==> src/rtl/router_pkg.sv <==
// Shared types and defaults for the packet router output side.
package router_pkg;

    localparam int NUM_CH            = 3;
    localparam int DEFAULT_TIMEOUT   = 30;
    localparam int DEFAULT_MAX_BURST = 4;

    typedef logic [1:0] chan_t;

    typedef enum logic {
        IDLE  = 1'b0,
        GRANT = 1'b1
    } sched_state_t;

    // Round-robin successor over the three channels (2 wraps to 0).
    function automatic chan_t next_chan(input chan_t c);
        return (c == chan_t'(NUM_CH - 1)) ? chan_t'(0) : c + chan_t'(1);
    endfunction

endpackage

==> src/rtl/router_ch_timer.sv <==
// Per-channel starvation timer: counts cycles a channel holds data unserviced
// and emits a one-cycle soft_reset pulse when the count reaches TIMEOUT.
module router_ch_timer
    import router_pkg::*;
#(
    parameter int TIMEOUT = DEFAULT_TIMEOUT
) (
    input  logic clk,
    input  logic resetn,
    input  logic vld,
    input  logic popped,
    input  logic granted,
    output logic fire_next,
    output logic soft_reset
);

    logic [7:0] timer_reg;
    logic       soft_reset_reg;
    logic       waiting;

    assign waiting = vld && !popped && !granted;

    // A pop only ever happens on the granted channel, so the fire term can
    // leave out popped; this keeps read_enb -> fire_next -> read_enb acyclic.
    assign fire_next  = vld && !granted && (timer_reg == 8'(TIMEOUT - 1));
    assign soft_reset = soft_reset_reg;

    always_ff @(posedge clk) begin
        if (!resetn) begin
            timer_reg      <= '0;
            soft_reset_reg <= 1'b0;
        end else begin
            soft_reset_reg <= fire_next;
            if (waiting && !fire_next) begin
                timer_reg <= timer_reg + 8'd1;
            end else begin
                timer_reg <= '0;
            end
        end
    end

endmodule

==> src/rtl/router_drain_scheduler.sv <==
// Drains the router's three channel FIFOs onto one 8-bit stream with
// round-robin bounded-burst arbitration and per-channel starvation flushes.
module router_drain_scheduler
    import router_pkg::*;
#(
    parameter int NUM_CH    = 3,
    parameter int MAX_BURST = DEFAULT_MAX_BURST,
    parameter int TIMEOUT   = DEFAULT_TIMEOUT
) (
    input  logic       clk,
    input  logic       resetn,
    input  logic [2:0] vldout,
    input  logic [7:0] data_in_0,
    input  logic [7:0] data_in_1,
    input  logic [7:0] data_in_2,
    output logic [2:0] read_enb,
    output logic [7:0] out_data,
    output logic       out_valid,
    input  logic       out_ready,
    output logic [1:0] out_chan,
    output logic [2:0] soft_reset,
    output logic       grant_active
);

    sched_state_t state_reg;
    chan_t        gnt_reg;
    chan_t        rr_ptr_reg;
    logic [3:0]   burst_cnt_reg;
    logic [7:0]   out_data_reg;
    chan_t        out_chan_reg;
    logic         out_valid_reg;

    logic [2:0]   fire_next;
    logic [2:0]   granted_vec;
    logic [7:0]   head_data;
    logic         can_pop;
    logic         release_now;
    logic         found;
    chan_t        pick;
    chan_t        cand1;
    chan_t        cand2;

    assign out_data     = out_data_reg;
    assign out_chan     = out_chan_reg;
    assign out_valid    = out_valid_reg;
    assign grant_active = (state_reg == GRANT);

    always_comb begin
        case (gnt_reg)
            2'd0:    head_data = data_in_0;
            2'd1:    head_data = data_in_1;
            default: head_data = data_in_2;
        endcase
    end

    assign can_pop = (state_reg == GRANT) && vldout[gnt_reg]
                     && (!out_valid_reg || out_ready) && !fire_next[gnt_reg];

    assign release_now = (state_reg == GRANT)
                         && ((can_pop && (burst_cnt_reg + 4'd1 == 4'(MAX_BURST)))
                             || !vldout[gnt_reg] || fire_next[gnt_reg]);

    generate
        for (genvar gi = 0; gi < NUM_CH; gi++) begin : g_ch
            assign read_enb[gi]    = can_pop && (gnt_reg == chan_t'(gi));
            assign granted_vec[gi] = (state_reg == GRANT) && (gnt_reg == chan_t'(gi));

            router_ch_timer #(
                .TIMEOUT(TIMEOUT)
            ) u_timer (
                .clk        (clk),
                .resetn     (resetn),
                .vld        (vldout[gi]),
                .popped     (read_enb[gi]),
                .granted    (granted_vec[gi]),
                .fire_next  (fire_next[gi]),
                .soft_reset (soft_reset[gi])
            );
        end
    endgenerate

    // Search order starts at rr_ptr and walks upward with wrap.
    assign cand1 = next_chan(rr_ptr_reg);
    assign cand2 = next_chan(cand1);

    always_comb begin
        found = 1'b1;
        pick  = rr_ptr_reg;
        if (vldout[rr_ptr_reg]) begin
            pick = rr_ptr_reg;
        end else if (vldout[cand1]) begin
            pick = cand1;
        end else if (vldout[cand2]) begin
            pick = cand2;
        end else begin
            found = 1'b0;
        end
    end

    always_ff @(posedge clk) begin
        if (!resetn) begin
            state_reg     <= IDLE;
            gnt_reg       <= '0;
            rr_ptr_reg    <= '0;
            burst_cnt_reg <= '0;
            out_data_reg  <= '0;
            out_chan_reg  <= '0;
            out_valid_reg <= 1'b0;
        end else begin
            if (can_pop) begin
                out_data_reg  <= head_data;
                out_chan_reg  <= gnt_reg;
                out_valid_reg <= 1'b1;
            end else if (out_valid_reg && out_ready) begin
                out_valid_reg <= 1'b0;
            end

            case (state_reg)
                IDLE: begin
                    if (found) begin
                        state_reg     <= GRANT;
                        gnt_reg       <= pick;
                        burst_cnt_reg <= '0;
                    end
                end
                GRANT: begin
                    if (can_pop) begin
                        burst_cnt_reg <= burst_cnt_reg + 4'd1;
                    end
                    if (release_now) begin
                        state_reg  <= IDLE;
                        rr_ptr_reg <= next_chan(gnt_reg);
                    end
                end
                default: state_reg <= IDLE;
            endcase
        end
    end

endmodule

==> config.mk <==
export PLATFORM = sky130hd
export DESIGN_NAME = router_drain_scheduler
export DESIGN_NICKNAME = d
export VERILOG_FILES = /design/src/rtl/router_pkg.sv /design/src/rtl/router_ch_timer.sv /design/src/rtl/router_drain_scheduler.sv
export SDC_FILE = /design/constraint.sdc
export NUM_CORES = 1
export LEC_CHECK = 0
export CORE_MARGIN = 1.5
export CORE_UTILIZATION = 52
export DETAILED_ROUTE_END_ITERATION = 10
export PLACE_DENSITY = 0.8
export SLEW_MARGIN = 25
export SYNTH_ARGS = -nofsm -noshare
export SYNTH_HDL_FRONTEND = slang
export SYNTH_HIERARCHICAL = 1
export SYNTH_SLANG_ARGS = --single-unit
==> constraint.sdc <==
create_clock -name clk -period 2.9 [get_ports clk]
set_input_delay 0.58 -clock clk [delete_from_list [all_inputs] [get_ports clk]]
set_output_delay 0.58 -clock clk [all_outputs]
set_load 0.03 [all_outputs]
### Word-level counts from Yosys, hierarchy flattened

Cells that the tools add are included.

| cells by class | value |
|---|---|
| add/subtract/negate cells | 7 |
| order comparisons | 4 |
| equal/unequal tests | 10 |
| multiplexer cells | 28 |
| bitwise gates (word level) | 1 |
| reductions and logical operators | 50 |

Operators by type and width:

| operator | count |
|---|---|
| 1-bit logical AND | 27 |
| 8-bit by 1-bit adder with 8-bit output, second input constant | 3 |
| 8-bit by 5-bit equality test with 1-bit output, second input constant | 3 |
| 8-bit case mux with 2 select lines | 1 |
| 1-bit zero test | 12 |
| 2-bit by 3-bit < comparator with 1-bit output, second input constant | 4 |
| 1-bit 2-to-1 mux | 12 |
| 2-bit 2-to-1 mux | 6 |
| 2-bit AND reduction | 6 |
| 1-bit binary-select mux with 2-bit select | 5 |
| 4-bit 2-to-1 mux | 2 |
| 4-bit case mux with 2 select lines | 1 |
| 2-bit by 1-bit adder with 2-bit output, second input constant | 3 |
| 2-bit equality test, second input constant | 3 |
| 4-bit by 1-bit adder with 4-bit output, second input constant | 1 |
| 4-bit by 3-bit equality test with 1-bit output, second input constant | 1 |
| 1-bit logical OR | 3 |
| 2-bit by 1-bit equality test with 1-bit output, second input constant | 1 |
| 2-bit zero test | 1 |
| 2-bit by 1-bit inequality test with 1-bit output, second input constant | 1 |
| 2-bit inequality test, second input constant | 1 |
| 1-bit case mux with 2 select lines | 1 |
| 2-bit nonzero test | 1 |
| 1-bit NOT | 1 |

| word-level totals | value |
|---|---|
| flip-flop bits (word level) | 47 |

### Longest topological paths before layout

| logic depth | value |
|---|---|
| depth after elaboration | 15 |
| mapped depth | 12 |
| mapped depth without buffers | 11 |

### By module

Netlist, hierarchy kept.

By module, submodules not included:

| module | instances | cells each | area each (sq um) | seq. area each (sq um) |
|---|---|---|---|---|
| router_ch_timer | 3 | 47 | 430.4 | 180.2 |
| router_drain_scheduler | 1 | 148 | 1179.9 | 400.4 |

### Least setup slack after synthesis

OpenSTA, ideal clock, no wires.

| path | value |
|---|---|
| path kind | register to register |
| from | reg g_ch[1].u_timer.timer_reg[0] |
| to | reg g_ch[1].u_timer.timer_reg[2] |
| data arrival time | 2.784 ns |
| data required time | 2.836 ns |
| path slack | 0.052 ns |
| stages on the path, launching flop included | 12 |
| buffers on the path | 1 |
| clock period less this slack | 2.848 ns |
| path through | dfxtp_1 ha_1 nor4b_1 nand2b_1 nor3b_1 and4bb_1 o311a_1 buf_6 and2_1 nand4bb_1 o21bai_1 nor2_1 |

| between the ends | value |
|---|---|
| longest elaborated chain between the ends | 12 |

Ends and longest elaborated chain:

| element | RTL line | source |
|---|---|---|
| from (decl) | router_ch_timer.sv:17 | `logic [7:0] timer_reg;` |
| from (signal assigned) | router_ch_timer.sv:35 | `timer_reg <= timer_reg + 8'd1;` |
| 8-bit by 5-bit equality test with 1-bit output | router_ch_timer.sv:25 | `assign fire_next = vld && !granted && (timer_reg == 8'(TIMEOUT - 1));` |
| 1-bit logical AND | router_ch_timer.sv:25 |  |
| net fire_next[1] | router_drain_scheduler.sv:33 | `logic [2:0] fire_next;` |
| 1-bit binary-select mux with 2-bit select | router_drain_scheduler.sv:57 | `&& (!out_valid_reg \|\| out_ready) && !fire_next[gnt_reg];` |
| 1-bit 2-to-1 mux (not written as such) | router_drain_scheduler.sv:57 |  |
| 1-bit zero test | router_drain_scheduler.sv:57 |  |
| 1-bit logical AND | router_drain_scheduler.sv:57 |  |
| 1-bit logical AND | router_drain_scheduler.sv:65 | `assign read_enb[gi] = can_pop && (gnt_reg == chan_t'(gi));` |
| net read_enb[1] | router_drain_scheduler.sv:16 | `output logic [2:0] read_enb,` |
| 1-bit zero test | router_ch_timer.sv:21 | `assign waiting = vld && !popped && !granted;` |
| 1-bit logical AND (2 in series) | router_ch_timer.sv:21 |  |
| 1-bit logical AND | router_ch_timer.sv:34 | `if (waiting && !fire_next) begin` |
| 2-bit AND reduction (no line) | -- |  |

The timed path passes the listed nets, and every way through them passes these cells. The select of a mux whose other input is x is not followed.
A chain may end at the register's enable or synchronous reset.

### Worst setup path after layout

| path | value |
|---|---|
| from | reg g_ch[1].u_timer.timer_reg[1] |
| to | out read_enb[2] |

| between the ends | value |
|---|---|
| longest elaborated chain between the ends | 7 |

Ends and longest elaborated chain:

| element | RTL line |
|---|---|
| 8-bit by 5-bit equality test with 1-bit output | router_ch_timer.sv:25 |
| 1-bit logical AND | router_ch_timer.sv:25 |
| net fire_next[1] | router_drain_scheduler.sv:33 |
| 1-bit binary-select mux with 2-bit select | router_drain_scheduler.sv:57 |
| 1-bit 2-to-1 mux (not written as such) | router_drain_scheduler.sv:57 |
| 1-bit zero test | router_drain_scheduler.sv:57 |
| 1-bit logical AND | router_drain_scheduler.sv:57 |
| 1-bit logical AND | router_drain_scheduler.sv:65 |
| to (decl) | router_drain_scheduler.sv:16 |

The timed path passes the listed nets, and every way through them passes these cells. The select of a mux whose other input is x is not followed.

==> run_results.csv <==
group,metric,value,unit
outcome,outcome,"finished, final reports clean",
floorplanning,initial_utilization,55.23,%
floorplanning,die_area,5175,µm²
placement,gp_congestion,0.8431,
cells_and_area,layout.nets,401,
global_route,antenna_found_initial,0,
placement,dpl.hpwl,3869,µm
cells_and_area,drive_gt1_share,18.13,%
clocking,cts_buffers,5,
drt,first_iter_violations,115,
worst_setup_path,cp_slowest_cell,"o311a_1",
synthesis,netlist.area_leader.share,38.08,%
drt,wire_per_inst,13.81,µm
clocking,clk_pin_slew,90,ps
clocking,cts-root-buf,"clkbuf_8",
worst_setup_path,startpoint_type,"register",
power_and_ir_drop,ir_drop,0.0002311,V
global_route,grt_pass1_wl,9487,µm
synthesis,synth_area_leaders,"dfxtp_1 (38%), nand2_1 (5.8%), mux2i_1 (4.1%), o21ai_0 (4.1%), a21oi_1 (3.8%)",
worst_setup_path,path_cells,"inv_2 > ha_4 > nor4b_4 > nand2b_1 > nor3b_2 > and4bb_1 > o311a_1 > and2_4 > buf_6",
power_and_ir_drop,power.density,414.9,nW/µm²
synthesis,ys.warnings.count,6,
floorplanning,pin_count,48,
timing,slew_violations,0,
drt,post-route-drc-count,0,
cells_and_area,largest_reg_flops,24,
synthesis,synth_fp_nets,326,
synthesis,ys_seq_area_share,38.08,%
global_route,gr-total-overflow,0,
floorplanning,die_x,71.94,µm
worst_setup_path,critPathKind,"reg2out",
cells_and_area,area_growth,35.85,%
power_and_ir_drop,power.total,1.393,mW
worst_setup_path,max_stage_delay,370,ps
cells_and_area,utilization,75.03,%
synthesis,synth_top_area_cell,"dfxtp_1",
timing,slew_headroom,67.47,%
drt,antenna_left,0,
timing,rsz0062_at_grt,"yes",
worst_setup_path,cp.arrival,2260,ps
hold_path,min_path_type,"reg2reg",
clocking,clk_path_buf_depth,2,
drt,vias_per_cell,5.767,
drt,routed-via-count,2399,
cells_and_area,diodes,0,
placement,io_buffers,47,
global_route,grt.total_usage,22.86,%
clocking,cts_max_level,2,
floorplanning,fp-row-count,24,
drt,wirelength,5746,µm
synthesis,ys_ff_latch,47,
timing,final_hold_viol_count,0,
synthesis,synthDistinctLibCells,46,
placement,placed_area,3032,µm²
worst_setup_path,required,2320,ps
worst_setup_path,cp_max_fo,4,
floorplanning,die_y,71.94,µm
synthesis,syn_area,2471,µm²
floorplanning,coreArea,4474,µm²
worst_setup_path,cp-end-kind,"output pin",
timing,fmax,0.3518,GHz
timing,timing.final.crit_share,98.01,%
clocking,holdBufCountCts,0,
synthesis,syn_inst,289,
global_route,first_global_vias,2141,
drt,firstDrtPassIters,5,
timing,final-setup-viol-count,0,
synthesis,syn_area_per_cell,8.551,µm²
clocking,cts_tree,"done",
clocking,cts.sinks,47,
global_route,grt_max_degree,33,
timing,clock_skew,9.729,ps
job,maxCapViolations,0,
timing,period_needed,2842,ps
clocking,clk_latency,300,ps
timing,max_slew.worst_pin.slew,482.9,ps
power_and_ir_drop,leakage,1.187,nW
cells_and_area,finish.instance_area,3357,µm²
synthesized netlist by cell type (all sizes together):
library cell  number
a211oi             2
a21bo              1
a21boi             1
a21oi             19
a2bb2oi            1
a31o               3
a31oi              3
and2               2
and3               2
and4bb             2
buf                7
clkbuf             5
dfxtp             47
ha                 7
inv                7
mux2i             10
nand2             38
nand2b             9
nand3             16
nand3b             8
nand4              1
nand4b             7
nand4bb            3
nor2              16
nor2b              3
nor3               3
nor3b              6
nor4b              4
o211a              1
o21a               1
o21ai             27
o21bai             3
o22ai              1
o311a              1
o31ai              5
or3                4
or4                7
or4b               3
xnor2              3
worst paths after layout:
kind | from | end | slack (ps) | depth (start not counted)
setup / recovery | g_ch[1].u_timer/timer_reg[1] | read_enb[2] | 60 | 9
hold / removal | out_data[4] | out_data[4] | 450 | 2
setup reg to reg | g_ch[1].u_timer/timer_reg[1] | g_ch[1].u_timer/soft_reset | 80 | 20
hold reg to reg | out_data[4] | out_data[4] | 450 | 2
critical path: cells and delay by family (launching register included):
kind,cells,cell delay [ps]
flip-flops,1,350
AO/OA/AOI/OAI,1,370
AND/OR/NAND/NOR,5,920
buffers and inverters,2,200
adder cells (fa/ha/maj),1,130
power breakdown:
group | switching, mW | internal (mW)
logic | 0.152 | 0.150
registers | 0.0249 | 0.671
clock network | 0.208 | 0.187
total | 0.385 | 1.01
logic make-up (layout without fill, tap and decap cells):
logic type                 count (synthesis)  count (layout)  synth area share, %
and+or+nand+nor                          134             134                32.66
AOI/OAI and AO/OA                         69              69                16.61
DFF                                       47              47                38.08
buffers and inverters                     19              94                4.000
muxes                                     10              10                4.051
adders and majority gates                  7               7                3.544
xor gates and xnor gates                   3               3                1.063
area by class of cell:
class	instances	area (µm²)
clock buffer	6	82.58
clock inverter	1	5.005
fill	319	1117
inverter	7	26.28
multi-input combinational	223	1511
sequential	47	944.7
tap	52	65.06
timing repair buffer	80	721.9
through the flow:
step	cells	TNS (ps)	hold slack (ps)	setup WS, ps
after global placement	390	0	434.9	104.3
final	416	0	450.0	57.60
after global routing	416	-93.28	470.3	-37.31
after detailed placement	390	0	444.5	87.44
after floorplan	289	0	444.6	52.28
after CTS	414	0	455.7	9.486
layout by cell type, fill, tap and decap left out, types with 6 or more instances in the layout:
cell type        Yosys  routed
clkbuf_8             0       6
inv_1                7       6
nand2b_1             9       9
nand4b_1             7       7
buf_4                1      33
nor2_1              16      15
mux2i_1             10      10
or4_1                7       7
nand2_1             38      38
ha_1                 7       6
o21ai_1              7       7
a21oi_1             19      19
nand3_1             13      13
o21ai_0             20      20
clkdlybuf4s50_1      0      44
nand3b_1             8       8
dfxtp_1             47      44
routing by layer:
metal | vias to the layer above | wire [µm] | share of wire, % | GRT usage (%)
met5 | - | 0 | 0 | 0
met4 | 0 | 94 | 1.6 | 7.966
met3 | 9 | 214 | 3.7 | 4.583
met2 | 56 | 2923 | 51 | 39.92
met1 | 1132 | 2513 | 44 | 28.07
li1 | 1202 | - | - | -
what timing repair did:
| action | in CTS | in global routing |
|---|---|---|
| setup endpoints to repair | 2 | 3 |
| gates resized for setup | 8 | 13 |
| pin swaps | 2 | 3 |
| setup buffers | 17 | 3 |
(Power assumes the default switching activity.)
